$ cat config.mk
export PLATFORM = sky130hd
export DESIGN_NAME = xgs_status_collector
export DESIGN_NICKNAME = d
export VERILOG_FILES = /design/src/rtl/xgs_status_collector.sv
export SDC_FILE = /design/constraint.sdc
export NUM_CORES = 1
export LEC_CHECK = 0
export CAP_MARGIN = 20
export CORE_MARGIN = 1.5
export CORE_UTILIZATION = 50
export DETAILED_ROUTE_END_ITERATION = 12
export PLACE_DENSITY = 0.68
export SLEW_MARGIN = 20
export SYNTH_ARGS = -nofsm -noshare
export SYNTH_HDL_FRONTEND = slang
export SYNTH_SLANG_ARGS = --single-unit
$ cat constraint.sdc
create_clock -name sys_clk -period 6 [get_ports sys_clk]
set_input_delay 0.9 -clock sys_clk [delete_from_list [all_inputs] [get_ports sys_clk]]
set_output_delay 0.9 -clock sys_clk [all_outputs]
set_load 0.01 [all_outputs]
$ cat src/rtl/xgs_status_collector.sv
// Per-channel saturating error/warning counters with sticky flags, an atomic shadow
// bank read through a one-cycle handshake, and a registered threshold interrupt.
module xgs_status_collector #(
    parameter int  NB_CHANNELS = 4,
    parameter int  CNT_WIDTH   = 16,
    localparam int SEL_WIDTH   = (NB_CHANNELS > 1) ? $clog2(NB_CHANNELS) : 1
) (
    input  logic                   sys_clk,
    input  logic                   sys_reset,
    input  logic                   enable,
    input  logic [NB_CHANNELS-1:0] evt_error,
    input  logic [NB_CHANNELS-1:0] evt_warning,
    input  logic [CNT_WIDTH-1:0]   err_threshold,
    input  logic [NB_CHANNELS-1:0] irq_mask,
    input  logic                   snapshot,
    input  logic                   clr_sel,
    input  logic                   clr_all,
    input  logic                   rd_req,
    input  logic [SEL_WIDTH-1:0]   rd_sel,
    output logic                   rd_ack,
    output logic [CNT_WIDTH-1:0]   rd_error_cnt,
    output logic [CNT_WIDTH-1:0]   rd_warning_cnt,
    output logic [1:0]             rd_flags,
    output logic                   error_any,
    output logic                   irq
);
    localparam logic [CNT_WIDTH-1:0] CNT_MAX  = {CNT_WIDTH{1'b1}};
    localparam logic [CNT_WIDTH-1:0] CNT_ZERO = {CNT_WIDTH{1'b0}};
    localparam logic [CNT_WIDTH-1:0] CNT_ONE  = {{(CNT_WIDTH-1){1'b0}}, 1'b1};

    logic [CNT_WIDTH-1:0]   err_cnt_q  [NB_CHANNELS];
    logic [CNT_WIDTH-1:0]   err_cnt_d  [NB_CHANNELS];
    logic [CNT_WIDTH-1:0]   warn_cnt_q [NB_CHANNELS];
    logic [CNT_WIDTH-1:0]   warn_cnt_d [NB_CHANNELS];
    logic [NB_CHANNELS-1:0] err_flag_q, err_flag_d;
    logic [NB_CHANNELS-1:0] warn_flag_q, warn_flag_d;

    logic [CNT_WIDTH-1:0]   sh_err_cnt_q  [NB_CHANNELS];
    logic [CNT_WIDTH-1:0]   sh_err_cnt_d  [NB_CHANNELS];
    logic [CNT_WIDTH-1:0]   sh_warn_cnt_q [NB_CHANNELS];
    logic [CNT_WIDTH-1:0]   sh_warn_cnt_d [NB_CHANNELS];
    logic [NB_CHANNELS-1:0] sh_err_flag_q, sh_err_flag_d;
    logic [NB_CHANNELS-1:0] sh_warn_flag_q, sh_warn_flag_d;

    logic                 rd_ack_q, rd_ack_d;
    logic [CNT_WIDTH-1:0] rd_error_cnt_q, rd_error_cnt_d;
    logic [CNT_WIDTH-1:0] rd_warning_cnt_q, rd_warning_cnt_d;
    logic [1:0]           rd_flags_q, rd_flags_d;
    logic                 error_any_q, error_any_d;
    logic                 irq_q, irq_d;

    logic                 clr_ch_s;
    logic                 ev_err_s;
    logic                 ev_warn_s;
    logic                 irq_hit_s;

    // A clear and an event in the same cycle leave the count at one: the event is never lost.
    function automatic logic [CNT_WIDTH-1:0] next_cnt(
        input logic [CNT_WIDTH-1:0] cnt,
        input logic                 evt,
        input logic                 clr
    );
        logic [CNT_WIDTH-1:0] res;
        if (clr) begin
            res = evt ? CNT_ONE : CNT_ZERO;
        end else if (evt && (cnt != CNT_MAX)) begin
            res = cnt + CNT_ONE;
        end else begin
            res = cnt;
        end
        return res;
    endfunction

    // Next-state logic: live counters, shadow bank, read port, status outputs.
    always_comb begin
        clr_ch_s  = 1'b0;
        ev_err_s  = 1'b0;
        ev_warn_s = 1'b0;
        irq_hit_s = 1'b0;
        rd_ack_d  = rd_req;
        for (int i = 0; i < NB_CHANNELS; i++) begin
            clr_ch_s  = clr_all | (clr_sel & (rd_sel == SEL_WIDTH'(i)));
            ev_err_s  = enable & evt_error[i];
            ev_warn_s = enable & evt_warning[i];
            err_cnt_d[i]   = next_cnt(err_cnt_q[i], ev_err_s, clr_ch_s);
            warn_cnt_d[i]  = next_cnt(warn_cnt_q[i], ev_warn_s, clr_ch_s);
            err_flag_d[i]  = clr_ch_s ? ev_err_s  : (err_flag_q[i]  | ev_err_s);
            warn_flag_d[i] = clr_ch_s ? ev_warn_s : (warn_flag_q[i] | ev_warn_s);
        end

        // The snapshot sees this cycle's updates, and a same-cycle read sees the snapshot.
        for (int i = 0; i < NB_CHANNELS; i++) begin
            if (snapshot) begin
                sh_err_cnt_d[i]   = err_cnt_d[i];
                sh_warn_cnt_d[i]  = warn_cnt_d[i];
                sh_err_flag_d[i]  = err_flag_d[i];
                sh_warn_flag_d[i] = warn_flag_d[i];
            end else begin
                sh_err_cnt_d[i]   = sh_err_cnt_q[i];
                sh_warn_cnt_d[i]  = sh_warn_cnt_q[i];
                sh_err_flag_d[i]  = sh_err_flag_q[i];
                sh_warn_flag_d[i] = sh_warn_flag_q[i];
            end
        end

        if (rd_req) begin
            rd_error_cnt_d   = CNT_ZERO;
            rd_warning_cnt_d = CNT_ZERO;
            rd_flags_d       = 2'b00;
            for (int i = 0; i < NB_CHANNELS; i++) begin
                if (rd_sel == SEL_WIDTH'(i)) begin
                    rd_error_cnt_d   = sh_err_cnt_d[i];
                    rd_warning_cnt_d = sh_warn_cnt_d[i];
                    rd_flags_d       = {sh_err_flag_d[i], sh_warn_flag_d[i]};
                end else begin
                    rd_flags_d = rd_flags_d;
                end
            end
        end else begin
            rd_error_cnt_d   = rd_error_cnt_q;
            rd_warning_cnt_d = rd_warning_cnt_q;
            rd_flags_d       = rd_flags_q;
        end

        for (int i = 0; i < NB_CHANNELS; i++) begin
            if (!irq_mask[i] && (err_cnt_q[i] >= err_threshold)) begin
                irq_hit_s = 1'b1;
            end else begin
                irq_hit_s = irq_hit_s;
            end
        end
        irq_d       = (err_threshold != CNT_ZERO) && irq_hit_s;
        error_any_d = |err_flag_q;
    end

    // State registers with synchronous reset that overrides every input.
    always_ff @(posedge sys_clk) begin
        if (sys_reset) begin
            for (int i = 0; i < NB_CHANNELS; i++) begin
                err_cnt_q[i]     <= CNT_ZERO;
                warn_cnt_q[i]    <= CNT_ZERO;
                sh_err_cnt_q[i]  <= CNT_ZERO;
                sh_warn_cnt_q[i] <= CNT_ZERO;
            end
            err_flag_q       <= {NB_CHANNELS{1'b0}};
            warn_flag_q      <= {NB_CHANNELS{1'b0}};
            sh_err_flag_q    <= {NB_CHANNELS{1'b0}};
            sh_warn_flag_q   <= {NB_CHANNELS{1'b0}};
            rd_ack_q         <= 1'b0;
            rd_error_cnt_q   <= CNT_ZERO;
            rd_warning_cnt_q <= CNT_ZERO;
            rd_flags_q       <= 2'b00;
            error_any_q      <= 1'b0;
            irq_q            <= 1'b0;
        end else begin
            for (int i = 0; i < NB_CHANNELS; i++) begin
                err_cnt_q[i]     <= err_cnt_d[i];
                warn_cnt_q[i]    <= warn_cnt_d[i];
                sh_err_cnt_q[i]  <= sh_err_cnt_d[i];
                sh_warn_cnt_q[i] <= sh_warn_cnt_d[i];
            end
            err_flag_q       <= err_flag_d;
            warn_flag_q      <= warn_flag_d;
            sh_err_flag_q    <= sh_err_flag_d;
            sh_warn_flag_q   <= sh_warn_flag_d;
            rd_ack_q         <= rd_ack_d;
            rd_error_cnt_q   <= rd_error_cnt_d;
            rd_warning_cnt_q <= rd_warning_cnt_d;
            rd_flags_q       <= rd_flags_d;
            error_any_q      <= error_any_d;
            irq_q            <= irq_d;
        end
    end

    assign rd_ack         = rd_ack_q;
    assign rd_error_cnt   = rd_error_cnt_q;
    assign rd_warning_cnt = rd_warning_cnt_q;
    assign rd_flags       = rd_flags_q;
    assign error_any      = error_any_q;
    assign irq            = irq_q;

endmodule

[After elaboration in Yosys (flattened, before gate mapping)]
Memory sizes are Yosys's and may differ from the RTL's.
Cells that the tools add are included.
Storage, ports and cells
  register bits: 53
  RAM bits: 256
  input bits: 37
  output and inout port bits: 37
  logic and storage cells: 180
  memories: 4
Cells by class
  add/subtract/negate cells: 8
  magnitude comparators: 4
  eq/ne operators: 11
  mux-type cells: 83
  bitwise operators: 40
  reduce and logical (&&, ||, !) cells: 20
Memories
  err_cnt_q: words 4, bits a word 16, read ports 4, clocked after Yosys merged registers in 0, wr ports 4, line 31  | logic [CNT_WIDTH-1:0] err_cnt_q [NB_CHANNELS];
  sh_err_cnt_q: words 4, bits a word 16, read ports 4, clocked after Yosys merged registers in 0, wr ports 4, line 38  | logic [CNT_WIDTH-1:0] sh_err_cnt_q [NB_CHANNELS];
  sh_warn_cnt_q: words 4, bits a word 16, read ports 4, clocked after Yosys merged registers in 0, wr ports 4, line 40  | logic [CNT_WIDTH-1:0] sh_warn_cnt_q [NB_CHANNELS];
  warn_cnt_q: words 4, bits a word 16, read ports 4, clocked after Yosys merged registers in 0, wr ports 4, line 33  | logic [CNT_WIDTH-1:0] warn_cnt_q [NB_CHANNELS];
Operators with widths (number)
  2-to-1 mux 16 bit: 48
  adder 16 x 1 -> 16 bit, second input constant: 8
  inequality test 16 bit, second input constant: 8
  >= comparator 16 bit: 4
  2-to-1 mux 1 bit: 31
  bitwise OR 1 bit: 28
  nonzero test 16 bit: 1
  logical AND 1 bit: 13
  bitwise AND 1 bit: 12
  2-to-1 mux 2 bit: 4
  equality test 2 bit, second input constant: 2
  zero test 1 bit: 4
  OR reduction 4 bit: 1
  equality test 2 x 1 -> 1 bit, second input constant: 1
  zero test 2 bit: 1

[Longest topological paths before layout]
  word-level depth: 9
  gate-level depth with buffers: 9
  depth with buffers taken out: 9

[Least setup slack after synthesis]
OpenSTA, ideal clock, no wires.
  kind: input port to flip-flop
  from: input enable
  to: register rd_error_cnt_q[9], in the netlist rd_error_cnt[9]
  setup time: 117 ps
  arrival time: 2581 ps
  required time: 5883 ps
  setup slack: 3301 ps
  stages: 8
  path buffers: 1
  cells stage by stage: buf_2 nand2_1 or3b_2 nor3b_1 xnor2_1 nor2_1 a211o_1 a32o_1
Between the ends
  word-level cells in the longest chain between the ends: 9
  elaborated cells between the ends (all ways): 24
  those cells by class: 16 x mux; 4 x bitwise; 4 x reduce/logical
Ends and longest elaborated chain
  start, declared: line 10  | input logic enable,
  bitwise AND 1 bit: line 83  | ev_err_s = enable & evt_error[i];
  logical AND 1 bit: line 66  | end else if (evt && (cnt != CNT_MAX)) begin
  2-to-1 mux 16 bit: line 66
  2-to-1 mux 16 bit: line 64  | if (clr) begin
  2-to-1 mux 16 bit: line 93  | if (snapshot) begin
  2-to-1 mux 16 bit (3 in series): line 111  | if (rd_sel == SEL_WIDTH'(i)) begin
  2-to-1 mux 16 bit (*): line 111
  end signal, assigned: line 167  | rd_error_cnt_q <= rd_error_cnt_d;
  end, declared: line 46  | logic [CNT_WIDTH-1:0] rd_error_cnt_q, rd_error_cnt_d;
Every way passes the cells marked *; elsewhere a longest branch is shown, timed or not.
A chain may end at the register's enable or synchronous reset.

[Worst setup path after layout]
  from: input rd_sel[0]
  to: register rd_error_cnt_q[3], in the netlist rd_error_cnt[3]
Between the ends
  word-level cells in the longest chain between the ends: 9
  elaborated cells between the ends (all ways): 24
  those cells by class: 3 x eq/ne; 12 x mux; 8 x bitwise; 1 x reduce/logical
Ends and longest elaborated chain
  start, declared: line 19  | input logic [SEL_WIDTH-1:0] rd_sel,
  zero test 2 bit: line 82, 111
  bitwise AND 1 bit: line 82  | clr_ch_s = clr_all | (clr_sel & (rd_sel == SEL_WIDTH'(i)));
  bitwise OR 1 bit: line 82
  2-to-1 mux 16 bit: line 64
  2-to-1 mux 16 bit: line 93
  2-to-1 mux 16 bit (3 in series): line 111
  2-to-1 mux 16 bit (*): line 111
Marks and branches as above.

==> run metrics <==
Yosys cell types 75; Nets about 2,000; syn nets between 1,500 and 2,000; area added between synthesis and finish 14.0%; max-slew violations 0; IO Port Bufs 73; Max-slew headroom between 30 and 40%; clock slew at reported path FFs roughly 60 ps; routed len/inst between 20 and 25 um; global route total overflow 0; period utilization approximately 65%; design area approximately 18,000 sq um; Num Clock Sinks 309; FMAX between 0.2 and 0.3 GHz; share of cells above drive strength 1 ~6%; Std-Cell Rows between 60 and 70; commonest non-fill, non-tap cell in the layout dfxtp_1; Syn Std Cell Area ~15,000 sq um; antenna viol nets, final 0; Ys Warns 0; most frequent cells in the layout dfxtp_1 (309), nor2_1 (293), nand2_1 (114); Detail Placement HPWL 35.9 mm; FF-to-FF setup slack around 3000 ps; # Post-CTS Setup Buffers 0; final setup fails 0; initial DRC count 1,376; Crit. End Element flip-flop; CP Launch Type input port; Avg Inst Size Synth 8.43 sq um; hold buffer count at CTS 0; Root Driver clkbuf_16; type of the worst min-delay path flip-flop to flip-flop; global-route wire length before repair approximately 76 mm; status finished, final reports clean; WL final approximately 50 mm; Clk Latency, worst-skew pair about 510 ps; via count 14,214; final hold violation count 0; DIE AREA between 30,000 and 40,000 sq um; Die Wd between 150 and 200 um; TritonRoute pass-1 iters 5; CP max FO 27; EDFF count, synth 0; Top delay family on crit path buffers and inverters; DRC viols 0; Die Ht roughly 180 um; peak per-stage delay on the critical path slightly below 800 ps; Seq/Total Area, Yosys between 30% and 40%; leakage ~6.6 nW; critical path class input port to flip-flop; Clock Skews roughly 10 ps; Initial Util between 50% and 60%; worst slew pin tran 991 ps; CTS buffer count 35; pin count of the biggest net entering global routing 85; CTS tree done; crit-path cells clkdlybuf4s50_1, buf_4, and2_1, a21o_1, nor2_1, a32oi_1, nand3_1, o311a_1, a32o_1; number of diodes 0; VDD IR max 0.000178 V; asr flop ratio synth 0%; Layout fillers roughly 2,900; RSZ-0062 raised after global routing no; H-tree depth 2; Max-Cap Viols 0; placed inst area between 15,000 and 20,000 sq um; Top FF cell, synth dfxtp_1; core region area 30,600 sq um; Critical Path RT about 6400 ps; PD cells 259 nW/um^2; post-synthesis register bit count ~310; arrival time at the worst endpoint 4290 ps; Ports 74; Post-CTS Resized 0; number of global-route vias before repair 12,971; initial antenna violation count 0; GP Congestion around 0.88; CP max stage cell clkdlybuf4s50_1; gr usage total slightly above 30%; Buf/Inv on CP 2; crit path time final about 3900 ps; Fin Setup TNS 0 ps; Fin Hold WS between 400 and 500 ps; CTS max path bufs 3; Via density ~6.2; Syn Inst Count ~1,800
-- flip-flops by register name, summed over array words and instances, names as in the netlist, 2 cells and up --
signal	flops
rd_flags	2
sh_err_cnt_q	64
sh_warn_flag_q	4
sh_err_flag_q	4
rd_warning_cnt	16
warn_cnt_q	64
err_cnt_q	64
rd_error_cnt	16
sh_warn_cnt_q	64
err_flag_q	4
warn_flag_q	4
-- layout make-up --
cell class / instances / area [sq um] / area share [%]
Inverter: 38 / 145 / 0.822
Timing Repair Buffer: 93 / 873 / 4.94
Clock inverter: 7 / 63.8 / 0.361
Sequential cell: 309 / 6190 / 35.0
Clock buffer: 55 / 1070 / 6.08
Tap cell: 396 / 495 / 2.81
Multi-Input combinational cell: 1395 / 8830 / 50.0
-- per-stage QoR --
step	setup WS, ps	total power (W)	utilization (%)	cells
after floorplan	3300	0.00233	-	1838
after global placement	1770	0.00248	54.0	2231
after detailed placement	1680	0.00248	54.0	2231
after CTS	2240	0.00459	57.7	2293
after global routing	1930	0.00471	57.7	2293
final	2110	0.00458	57.7	2293
-- Yosys cell counts, drive strengths merged (17+ instances only) --
master | number | area, sq um
ha | 72 | 901
nor3 | 44 | 235
nor4 | 30 | 200
a211oi | 23 | 173
nor2 | 295 | 1110
clkbuf | 83 | 312
dfxtp | 309 | 6190
nand2 | 118 | 443
a2bb2oi | 22 | 193
and3 | 21 | 131
a21o | 29 | 218
xor2 | 37 | 324
o2bb2ai | 22 | 193
mux2i | 26 | 260
nand3 | 61 | 305
nor2b | 56 | 350
nand4 | 54 | 344
and2 | 48 | 300
a21oi | 105 | 526
o21a | 17 | 128
and4 | 18 | 158
xnor2 | 51 | 447
o21ai | 43 | 215
inv | 36 | 135
a22oi | 21 | 158
-- where the power goes --
part | internal [W] | switching (W) | total, W
logic | 0.000116 | 0.000235 | 0.000350
clock network | 0.00127 | 0.000859 | 0.00213
registers | 0.00208 | 0.0000211 | 0.00210
-- worst min-delay path, stage by stage (launching register included) --
cell and delay [ps]:
dfxtp_1 310, nand2_1 50, nand2_1 40
-- cells by family after synthesis --
group / share of synthesized area [%]
simple gates: 25.8
compound gates: 18.3
flops: 39.9
buf+inv: 3.29
xor+xnor: 4.97
fa+ha+maj: 5.81
mux: 1.97
-- worst paths after layout --
check | from | endpoint | depth (start not counted)
max | rd_sel[0] | rd_error_cnt[3] | 9
max reg2reg | warn_cnt_q[0][0] | rd_warning_cnt[7] | 8
min | rd_flags[0] | rd_flags[0] | 2
min reg2reg | rd_flags[0] | rd_flags[0] | 2
-- routing by layer --
layer | track usage [%] | wire length, um
met1 | 42.6 | 22000
met3 | 4.01 | 3610
met4 | 13.9 | 2230
met2 | 48.6 | 21900
met5 | 0 | 0
No activity file was read; power rests on OpenSTA's default activity.
